$ cat src/rtl/usb_bridge_arb_if.sv
// Handshake bundle between the source FIFOs, the arbiter and the USB TX path.
// No latency of its own; the arbiter is on the master modport and the environment on the slave modport.
// Backpressure: accept_i stalls the arbiter's output, and src_pop_o drains the source FIFOs.
interface usb_bridge_arb_if #(
    parameter int NUM_SRC = 2,
    parameter int WIDTH   = 8,
    parameter int ID_W    = 1
);
    logic                     enable_i;
    logic [NUM_SRC*WIDTH-1:0] src_data_i;
    logic [NUM_SRC-1:0]       src_valid_i;
    logic [NUM_SRC-1:0]       src_pop_o;
    logic [WIDTH-1:0]         data_o;
    logic                     valid_o;
    logic [ID_W-1:0]          id_o;
    logic                     last_o;
    logic                     accept_i;
    logic                     busy_o;

    modport master (
        input  enable_i, src_data_i, src_valid_i, accept_i,
        output src_pop_o, data_o, valid_o, id_o, last_o, busy_o
    );

    modport slave (
        output enable_i, src_data_i, src_valid_i, accept_i,
        input  src_pop_o, data_o, valid_o, id_o, last_o, busy_o
    );
endinterface

$ cat src/rtl/usb_bridge_arb.sv
// Round-robin arbiter that shares one USB TX byte path between NUM_SRC FIFOs, in bursts of up to MAX_BURST bytes.
// Latency: one cycle of arbitration in IDLE, then the granted FIFO's data passes straight through at one byte per cycle.
// Backpressure: when accept_i is low the offered byte and the grant are held, and FIFOs are popped only on accepted beats.
module usb_bridge_arb #(
    parameter int NUM_SRC   = 2,
    parameter int WIDTH     = 8,
    parameter int ID_W      = 1,
    parameter int MAX_BURST = 16,
    parameter int CNT_W     = 4
) (
    input  logic             clk_i,
    input  logic             rst_ni,
    usb_bridge_arb_if.master bus
);
    typedef enum logic {IDLE, BUSY} state_t;

    state_t            state_q;
    logic [ID_W-1:0]   grant_q;
    logic [ID_W-1:0]   last_grant_q;
    logic [CNT_W-1:0]  beat_q;

    logic [ID_W:0]     rr_sum;
    logic [ID_W-1:0]   pick_idx;
    logic              pick_vld;
    logic              busy;
    logic              cur_vld;
    logic              xfer;
    logic              at_last;
    logic [NUM_SRC-1:0] pop;

    // Scan from the farthest offset down, so the nearest valid source after last_grant_q wins.
    always_comb begin
        pick_vld = 1'b0;
        pick_idx = '0;
        rr_sum   = '0;
        for (int off = NUM_SRC; off >= 1; off--) begin
            rr_sum = {1'b0, last_grant_q} + (ID_W+1)'(off);
            if (rr_sum >= (ID_W+1)'(NUM_SRC)) begin
                rr_sum = rr_sum - (ID_W+1)'(NUM_SRC);
            end
            if (bus.src_valid_i[rr_sum[ID_W-1:0]]) begin
                pick_vld = 1'b1;
                pick_idx = rr_sum[ID_W-1:0];
            end
        end
    end

    assign busy    = (state_q == BUSY);
    assign cur_vld = busy & bus.src_valid_i[grant_q];
    assign xfer    = cur_vld & bus.accept_i;
    assign at_last = (beat_q == CNT_W'(MAX_BURST - 1));

    always_comb begin
        pop          = '0;
        pop[grant_q] = xfer;
    end

    assign bus.valid_o   = cur_vld;
    assign bus.data_o    = cur_vld ? bus.src_data_i[grant_q*WIDTH +: WIDTH] : '0;
    assign bus.id_o      = busy ? grant_q : '0;
    assign bus.last_o    = cur_vld & at_last;
    assign bus.busy_o    = busy;
    assign bus.src_pop_o = pop;

    always_ff @(posedge clk_i or negedge rst_ni) begin
        if (!rst_ni) begin
            state_q      <= IDLE;
            grant_q      <= '0;
            last_grant_q <= ID_W'(NUM_SRC - 1);
            beat_q       <= '0;
        end else begin
            case (state_q)
                IDLE: begin
                    if (bus.enable_i && pick_vld) begin
                        grant_q <= pick_idx;
                        beat_q  <= '0;
                        state_q <= BUSY;
                    end
                end
                BUSY: begin
                    // A drained source and a last-beat transfer cannot both fire, because a last beat needs valid.
                    if (!cur_vld) begin
                        state_q      <= IDLE;
                        last_grant_q <= grant_q;
                    end else if (bus.accept_i) begin
                        if (at_last) begin
                            state_q      <= IDLE;
                            last_grant_q <= grant_q;
                            beat_q       <= '0;
                        end else begin
                            beat_q <= beat_q + 1'b1;
                        end
                    end
                end
                default: state_q <= IDLE;
            endcase
        end
    end
endmodule
$ cat src/flat_wrapper.sv
// flat-port wrapper written by rule: the top's interface ports become plain ports
module usb_bridge_arb_flat 
#(
    parameter int NUM_SRC   = 2,
    parameter int WIDTH     = 8,
    parameter int ID_W      = 1,
    parameter int MAX_BURST = 16,
    parameter int CNT_W     = 4
)
  (clk_i, rst_ni, bus_enable_i, bus_src_data_i, bus_src_valid_i, bus_accept_i, bus_src_pop_o, bus_data_o, bus_valid_o, bus_id_o, bus_last_o, bus_busy_o);
  usb_bridge_arb_if #(.NUM_SRC(NUM_SRC), .WIDTH(WIDTH), .ID_W(ID_W)) bus_i ();
  input  logic clk_i;
  input  logic rst_ni;
  input wire logic [$bits(bus_i.enable_i)-1:0] bus_enable_i;
  input wire logic [$bits(bus_i.src_data_i)-1:0] bus_src_data_i;
  input wire logic [$bits(bus_i.src_valid_i)-1:0] bus_src_valid_i;
  input wire logic [$bits(bus_i.accept_i)-1:0] bus_accept_i;
  output wire logic [$bits(bus_i.src_pop_o)-1:0] bus_src_pop_o;
  output wire logic [$bits(bus_i.data_o)-1:0] bus_data_o;
  output wire logic [$bits(bus_i.valid_o)-1:0] bus_valid_o;
  output wire logic [$bits(bus_i.id_o)-1:0] bus_id_o;
  output wire logic [$bits(bus_i.last_o)-1:0] bus_last_o;
  output wire logic [$bits(bus_i.busy_o)-1:0] bus_busy_o;
  assign bus_i.enable_i = bus_enable_i;
  assign bus_i.src_data_i = bus_src_data_i;
  assign bus_i.src_valid_i = bus_src_valid_i;
  assign bus_i.accept_i = bus_accept_i;
  assign bus_src_pop_o = bus_i.src_pop_o;
  assign bus_data_o = bus_i.data_o;
  assign bus_valid_o = bus_i.valid_o;
  assign bus_id_o = bus_i.id_o;
  assign bus_last_o = bus_i.last_o;
  assign bus_busy_o = bus_i.busy_o;
  usb_bridge_arb #(.NUM_SRC(NUM_SRC), .WIDTH(WIDTH), .ID_W(ID_W), .MAX_BURST(MAX_BURST), .CNT_W(CNT_W)) u_core (.clk_i(clk_i), .rst_ni(rst_ni), .bus(bus_i));
endmodule
$ cat config.mk
export PLATFORM = sky130hd
export DESIGN_NAME = usb_bridge_arb_flat
export DESIGN_NICKNAME = d
export VERILOG_FILES = /design/src/rtl/usb_bridge_arb_if.sv /design/src/rtl/usb_bridge_arb.sv /design/src/flat_wrapper.sv
export SDC_FILE = /design/constraint.sdc
export NUM_CORES = 1
export LEC_CHECK = 0
export ABC_AREA = 1
export ABC_CLOCK_PERIOD_IN_PS = 2100
export BUFFER_PORTS_ARGS = -buffer_cell sky130_fd_sc_hd__buf_2
export CAP_MARGIN = 30
export CORE_AREA = 2 2 39 41
export CTS_BUF_LIST = sky130_fd_sc_hd__clkbuf_8
export CTS_CLUSTER_SIZE = 30
export DETAILED_ROUTE_END_ITERATION = 7
export DIE_AREA = 0 0 41 43
export PLACE_DENSITY = 0.89
export SYNTH_ARGS = -nofsm -noshare
export SYNTH_HDL_FRONTEND = slang
export SYNTH_SLANG_ARGS = --single-unit
$ cat constraint.sdc
create_clock -name clk_i -period 2.1 [get_ports clk_i]
set_input_delay 0.21 -clock clk_i [delete_from_list [all_inputs] [get_ports clk_i]]
set_output_delay 0.21 -clock clk_i [all_outputs]
set_load 0.02 [all_outputs]
==> impl_metrics.csv, run 1 <==
group,metric,value,unit
placed_design,place_congestion,0.905,
setup_path,path_cells,"inv_2 > or2_4 > nand2_4 > a21oi_1 > buf_2",
setup_path,critPathSlowestCell,"dfrtp_1",
floorplanning,start_util,0.399,
floorplanning,die-area,1760,um^2
drt,drtIter0Drc,11,
logic_synthesis,syn_area_per_cell,6.57,um^2
timing,final.setup.tns,0,ps
floorplanning,io_pins,36,
logic_synthesis,yosys_warnings,0,
timing,drv_slew,0,
outcome,status,"completed",
floorplanning,die_height,43,um
drt,vias_per_cell,4.80,
cts,cts_hold_buf,1,
min_path,hp-class,"in2reg",
cells_and_area,drive_above_1_share,0.398,
drt,wirelength,1.45,mm
drt,drt-pass1-iter-count,4,
cts,cts-resized-gates,0,
drt,drc,0,
cts,clk_path_buf_depth,2,
global_routing,grt_pass1_vias,544,
cells_and_area,num-fill-cells,143,
cells_and_area,antenna_cells,0,
global_routing,gr-total-overflow,0,
setup_path,critPathArrivalTime,1630,ps
cells_and_area,fin_nets,147,
placed_design,dpl.hpwl,1.17,mm
setup_path,worstPathMaxFanout,14,
setup_path,timing_worst_setup_path_type,"reg2out",
cells_and_area,design_area,798,um^2
setup_path,crit_buf_inv,2,
global_routing,grt_max_degree,15,
logic_synthesis,yosysSeqAreaShare,0.320,
cts,post-cts-setup-buffer-count,0,
timing,finalSetupViolCount,0,
logic_synthesis,postSynthCellCount,84,
setup_path,cp-end-kind,"output port",
cells_and_area,stdcell_count,139,
cts,cts_tree,"done",
timing,hold_viol_final,0,
cts,cts-buffers-inserted,3,
cts,cts.sinks,7,
cts,htreeDepth,1,
drt,wl_per_cell,10.4,um
timing,rsz0062_at_grt,"false",
setup_path,crit_family,"flip-flops",
global_routing,track_usage,0.171,
power_and_ir_drop,leakage,0.473,nW
setup_path,start_kind,"register",
setup_path,slowest_delay,590,ps
job,drv_cap,0,
drt,vias,667,
floorplanning,coreArea,1380,um^2
cts,clk_pin_slew_worst_paths,40,ps
timing,whs,295,ps
logic_synthesis,yosys-top-cells-area,"dfrtp_1, nand2_1, a21oi_1",
logic_synthesis,synth_cell_type_count,20,
floorplanning,rows,14,
logic_synthesis,synth.top_cell.area_share,0.272,
timing,slew-limit-headroom,0.722,
timing,fmax,543,MHz
timing,tightest_slew,417,ps
logic_synthesis,synth_nets,107,
floorplanning,die_w,41,um
cells_and_area,area_growth,44.7,%
global_routing,grt_pass1_wl,2.05,mm
power_and_ir_drop,ir_drop,0.703,mV
cells_and_area,multi_input_area,349,um^2
cells_and_area,register_area,176,um^2
power_and_ir_drop,powerDensity,1210,nW/um^2
placed_design,post_dp_cell_area,743,um^2
cts,insertion_delay,220,ps
drt,route.antenna.remaining_nets,0,
placed_design,dp.cells,134,
placed_design,port_buffers,35,
timing,skew,0.568,ps
logic_synthesis,synth_area_leader_cell,"dfrtp_1",
logic_synthesis,syn_area,552,um^2
timing,period_share,0.877,
global_routing,grt_antenna_before_repair,0,
setup_path,cp.required,1890,ps
timing,fin_crit,1840,ps
logic_synthesis,ys_seq_elements,7,
cts,cts_root_buf,"clkbuf_8",
## registers in the layout (all words and copies together) (netlist names)
name                 cells
u_core.grant_q           1
u_core.last_grant_q      1
u_core.beat_q            4
u_core.bus.busy_o        1
## cell usage in the layout, fill, tap and decap left out, drive strengths merged
master / count
nand2: 38
buf: 35
nand3: 9
a21oi: 8
nor2: 8
inv: 7
dfrtp: 6
clkbuf: 3
nand4: 2
or2: 1
o211ai: 1
o21ai: 1
nor3: 1
ha: 1
dlygate4sd3: 1
dfstp: 1
## power by group
part,switching [W],internal (W)
combinational,0.000339,0.000179
clock,0.0000517,0.000126
sequential,0.0000821,0.000188
## cell usage after synthesis
master,number
a21oi_1,8
clkbuf_1,1
dfrtp_1,6
dfstp_2,1
ha_1,1
inv_1,3
inv_2,3
nand2_1,36
nand2_2,1
nand2_4,1
nand3_1,7
nand3_2,1
nand3_4,1
nand4_1,2
nor2_1,7
nor2_4,1
nor3_1,1
o211ai_2,1
o21ai_0,1
or2_4,1
## per-stage QoR
step / worst slack (ps) / total power [W] / utilization
finish: 258 / 0.000965 / 0.577
global route: 146 / 0.00106 / 0.577
CTS: 255 / 0.000978 / 0.577
detailed placement: 498 / 0.000792 / 0.537
global placement: 544 / 0.000776 / 0.537
floorplan: 641 / 0.000635 / -
## per-layer routing
layer,up-vias,share of wire,global-route usage,wire length (um)
met5,-,0,0,0
met4,0,0,0.100,0
met3,0,0.11,0.00524,163
met2,35,0.46,0.275,662
met1,281,0.43,0.215,619
li1,351,-,-,-
## worst paths after layout
kind,depth (start not counted),startpoint,end,slack [ps]
max reg2reg,6,u_core.grant_q$_DFFE_PN0P_,u_core.beat_q[0]$_DFFE_PN0P_,640
min in group asynchronous,2,rst_ni,u_core.beat_q[2]$_DFFE_PN0P_,350
max in group asynchronous,2,rst_ni,u_core.last_grant_q$_DFFE_PN1P_,1530
min reg2reg,2,u_core.last_grant_q$_DFFE_PN1P_,u_core.last_grant_q$_DFFE_PN1P_,460
min,3,bus_accept_i,u_core.beat_q[1]$_DFFE_PN0P_,290
max,5,u_core.grant_q$_DFFE_PN0P_,bus_data_o[6],260
## tightest hold or removal path: stages
cell     delay [ps]
buf_2           130
nand3_1          80
nand2_1          50
## cells by family (layout without fill, tap and decap cells)
group                    Yosys count  count (layout)  share of synthesized area
flip-flops                         7               7                      0.320
buffers and inverters              7              46                     0.0476
AO/OA/AOI/OAI                     10              10                      0.104
adder cells (fa/ha/maj)            1               1                     0.0227
AND/OR/NAND/NOR                   59              59                      0.506
## area by class of cell
type | count | area share
multi-input combinational | 70 | 0.437
timing repair buffer | 36 | 0.232
sequential | 7 | 0.221
clock buffer | 3 | 0.0517
inverter | 6 | 0.0282
tap | 16 | 0.0251
clock inverter | 1 | 0.00470
Note: power is estimated with default switching activity, not from simulation.
==> run 2: changes to the inputs <==
ABC_CLOCK_PERIOD_IN_PS = 1800   (was 2100)
BUFFER_PORTS_ARGS = unset   (was -buffer_cell sky130_fd_sc_hd__buf_2)
DONT_BUFFER_PORTS = 1   (was unset)
PLACE_DENSITY = 0.66   (was 0.89)
clock period = 1.8 ns   (was 2.1 ns; I/O delays follow)
==> run 2 against run 1 <==
First-iteration DRC count is 45% lower. Clock skew rose by 1.1 ps. Sequential power grew 2%. Register-to-register slack worse by 110 ps. Total power increased by 18%. Sequential cell count unchanged. Global-route usage is 1.7 points lower. Clock power grew 17%. Cell area down 13%. Core utilization decreased by 7.2 points. Hold slack worse by 190 ps.
==> impl_metrics.csv, run 2 (synthesized netlist as in run 1, its figures left out) <==
group,metric,value,unit
cts,post-cts-setup-buffer-count,0,
setup_path,cp-end-kind,"output port",
cells_and_area,area_growth,26.5,%
global_routing,gr-total-overflow,0,
cells_and_area,largest_reg_flops,4,
setup_path,timing_worst_setup_path_type,"reg2out",
power_and_ir_drop,ir_drop,0.791,mV
min_path,hp-class,"in2reg",
placed_design,dpl.hpwl,1.06,mm
outcome,status,"completed",
cells_and_area,fin_util,0.505,
floorplanning,rows,14,
timing,final.setup.tns,0,ps
floorplanning,die_height,43,um
cts,cts_tree,"done",
cells_and_area,stdcell_count,114,
cells_and_area,final_cell_mix,"nand2_1, buf_4, a21oi_1",
cts,cts-buffers-inserted,3,
drt,vias_per_cell,5.18,
cells_and_area,antenna_cells,0,
cts,cts_root_buf,"clkbuf_8",
setup_path,r2r-start,"u_core.grant_q$_DFFE_PN0P_",
cells_and_area,mostFrequentLayoutCell,"nand2_1",
setup_path,worstRegToRegCells,6,
cts,insertion_delay,220,ps
drt,wirelength,1.26,mm
timing,period_share,0.893,
cts,cts.sinks,7,
drt,wl_per_cell,11.0,um
setup_path,rr_endpoint,"u_core.beat_q[1]$_DFFE_PN0P_",
min_path,hp-start,"bus_accept_i",
setup_path,crit_family,"simple AND/OR/NAND/NOR gates",
floorplanning,die_w,41,um
floorplanning,coreArea,1380,um^2
setup_path,critPathSlowestCell,"dfrtp_1",
setup_path,critPathArrivalTime,1430,ps
global_routing,grt_antenna_before_repair,0,
setup_path,worstPathMaxFanout,10,
setup_path,cp.required,1620,ps
timing,fin_crit,1610,ps
drt,drt-pass1-iter-count,4,
drt,drtIter0Drc,6,
drt,drc,0,
timing,drv_slew,0,
timing,finalSetupViolCount,0,
setup_path,crit_buf_inv,1,
cells_and_area,fin_nets,122,
cells_and_area,regMostFlops,"u_core.beat_q",
placed_design,port_buffers,0,
cells_and_area,drive_above_1_share,0.245,
setup_path,start_kind,"register",
placed_design,dp.cells,109,
timing,tightest_slew,390,ps
drt,vias,590,
floorplanning,io_pins,36,
global_routing,grt_max_degree,11,
cts,htreeDepth,1,
timing,rsz0062_at_grt,"false",
setup_path,ff2ff_setup_slack,530,ps
drt,route.antenna.remaining_nets,0,
power_and_ir_drop,leakage,0.370,nW
placed_design,place_congestion,0.819,
global_routing,grt_pass1_wl,1.90,mm
placed_design,post_dp_cell_area,643,um^2
global_routing,track_usage,0.154,
job,drv_cap,0,
timing,slew-limit-headroom,0.739,
timing,hold_viol_final,0,
min_path,whs_endpoint,"u_core.beat_q[1]$_DFFE_PN0P_",
min_path,hold_depth,2,
power_and_ir_drop,powerDensity,1620,nW/um^2
cts,clk_path_buf_depth,2,
timing,whs,108,ps
setup_path,slowest_delay,420,ps
floorplanning,die-area,1760,um^2
cells_and_area,design_area,698,um^2
timing,skew,1.65,ps
global_routing,grt_pass1_vias,517,
timing,fmax,622,MHz
cts,clk_pin_slew_worst_paths,40,ps
setup_path,path_cells,"inv_2 > or2_4 > nand3_4 > nor2_1",
floorplanning,start_util,0.399,
## run 2: metal layers
metal | track usage | wire length, um | part of all wire
met1 | 0.159 | 491 | 0.39
met2 | 0.275 | 595 | 0.47
met3 | 0.0366 | 171 | 0.14
met4 | 0.0600 | 0 | 0
met5 | 0 | 0 | 0
## run 2: per-stage QoR
step | setup WS [ps] | total power, W
after floorplan | 371 | 0.000741
after global placement | 442 | 0.000917
after detailed placement | 418 | 0.000930
after CTS | 176 | 0.00115
after global routing | 88.6 | 0.00124
final | 192 | 0.00113
## run 2: worst max path at each step
stage | from | end | slack (ps) | cells after the start
2_1_floorplan | u_core.bus.busy_o$_DFF_PN0_ | bus_data_o[0] | 370 | 4
3_3_place_gp | u_core.grant_q$_DFFE_PN0P_ | bus_src_pop_o[1] | 440 | 4
3_5_place_dp | u_core.grant_q$_DFFE_PN0P_ | bus_src_pop_o[1] | 420 | 4
4_1_cts | u_core.grant_q$_DFFE_PN0P_ | bus_src_pop_o[1] | 180 | 4
5_1_grt | u_core.grant_q$_DFFE_PN0P_ | bus_src_pop_o[1] | 90 | 4
6_report | u_core.grant_q$_DFFE_PN0P_ | bus_src_pop_o[1] | 190 | 4
## run 2: layout make-up
class | instances | area (um^2)
fillers | 143 | 686
repair buffers | 11 | 85.1
clock inverters | 1 | 3.75
flip-flops and latches | 7 | 176
well taps | 16 | 20.0
inverters | 6 | 22.5
multi-input cells | 70 | 349
clock buffers | 3 | 41.3
## run 2: report_power, final
part / switching (W) / internal (W)
Combinational: 0.000427 / 0.000226
Clock: 0.0000601 / 0.000147
Sequential: 0.0000558 / 0.000220
Total: 0.000542 / 0.000592
## run 2: repair_timing
action                    4_1_cts  5_1_grt
hold buffers                    1        0
gates resized for setup         0        0
hold endpoints to repair        7        0
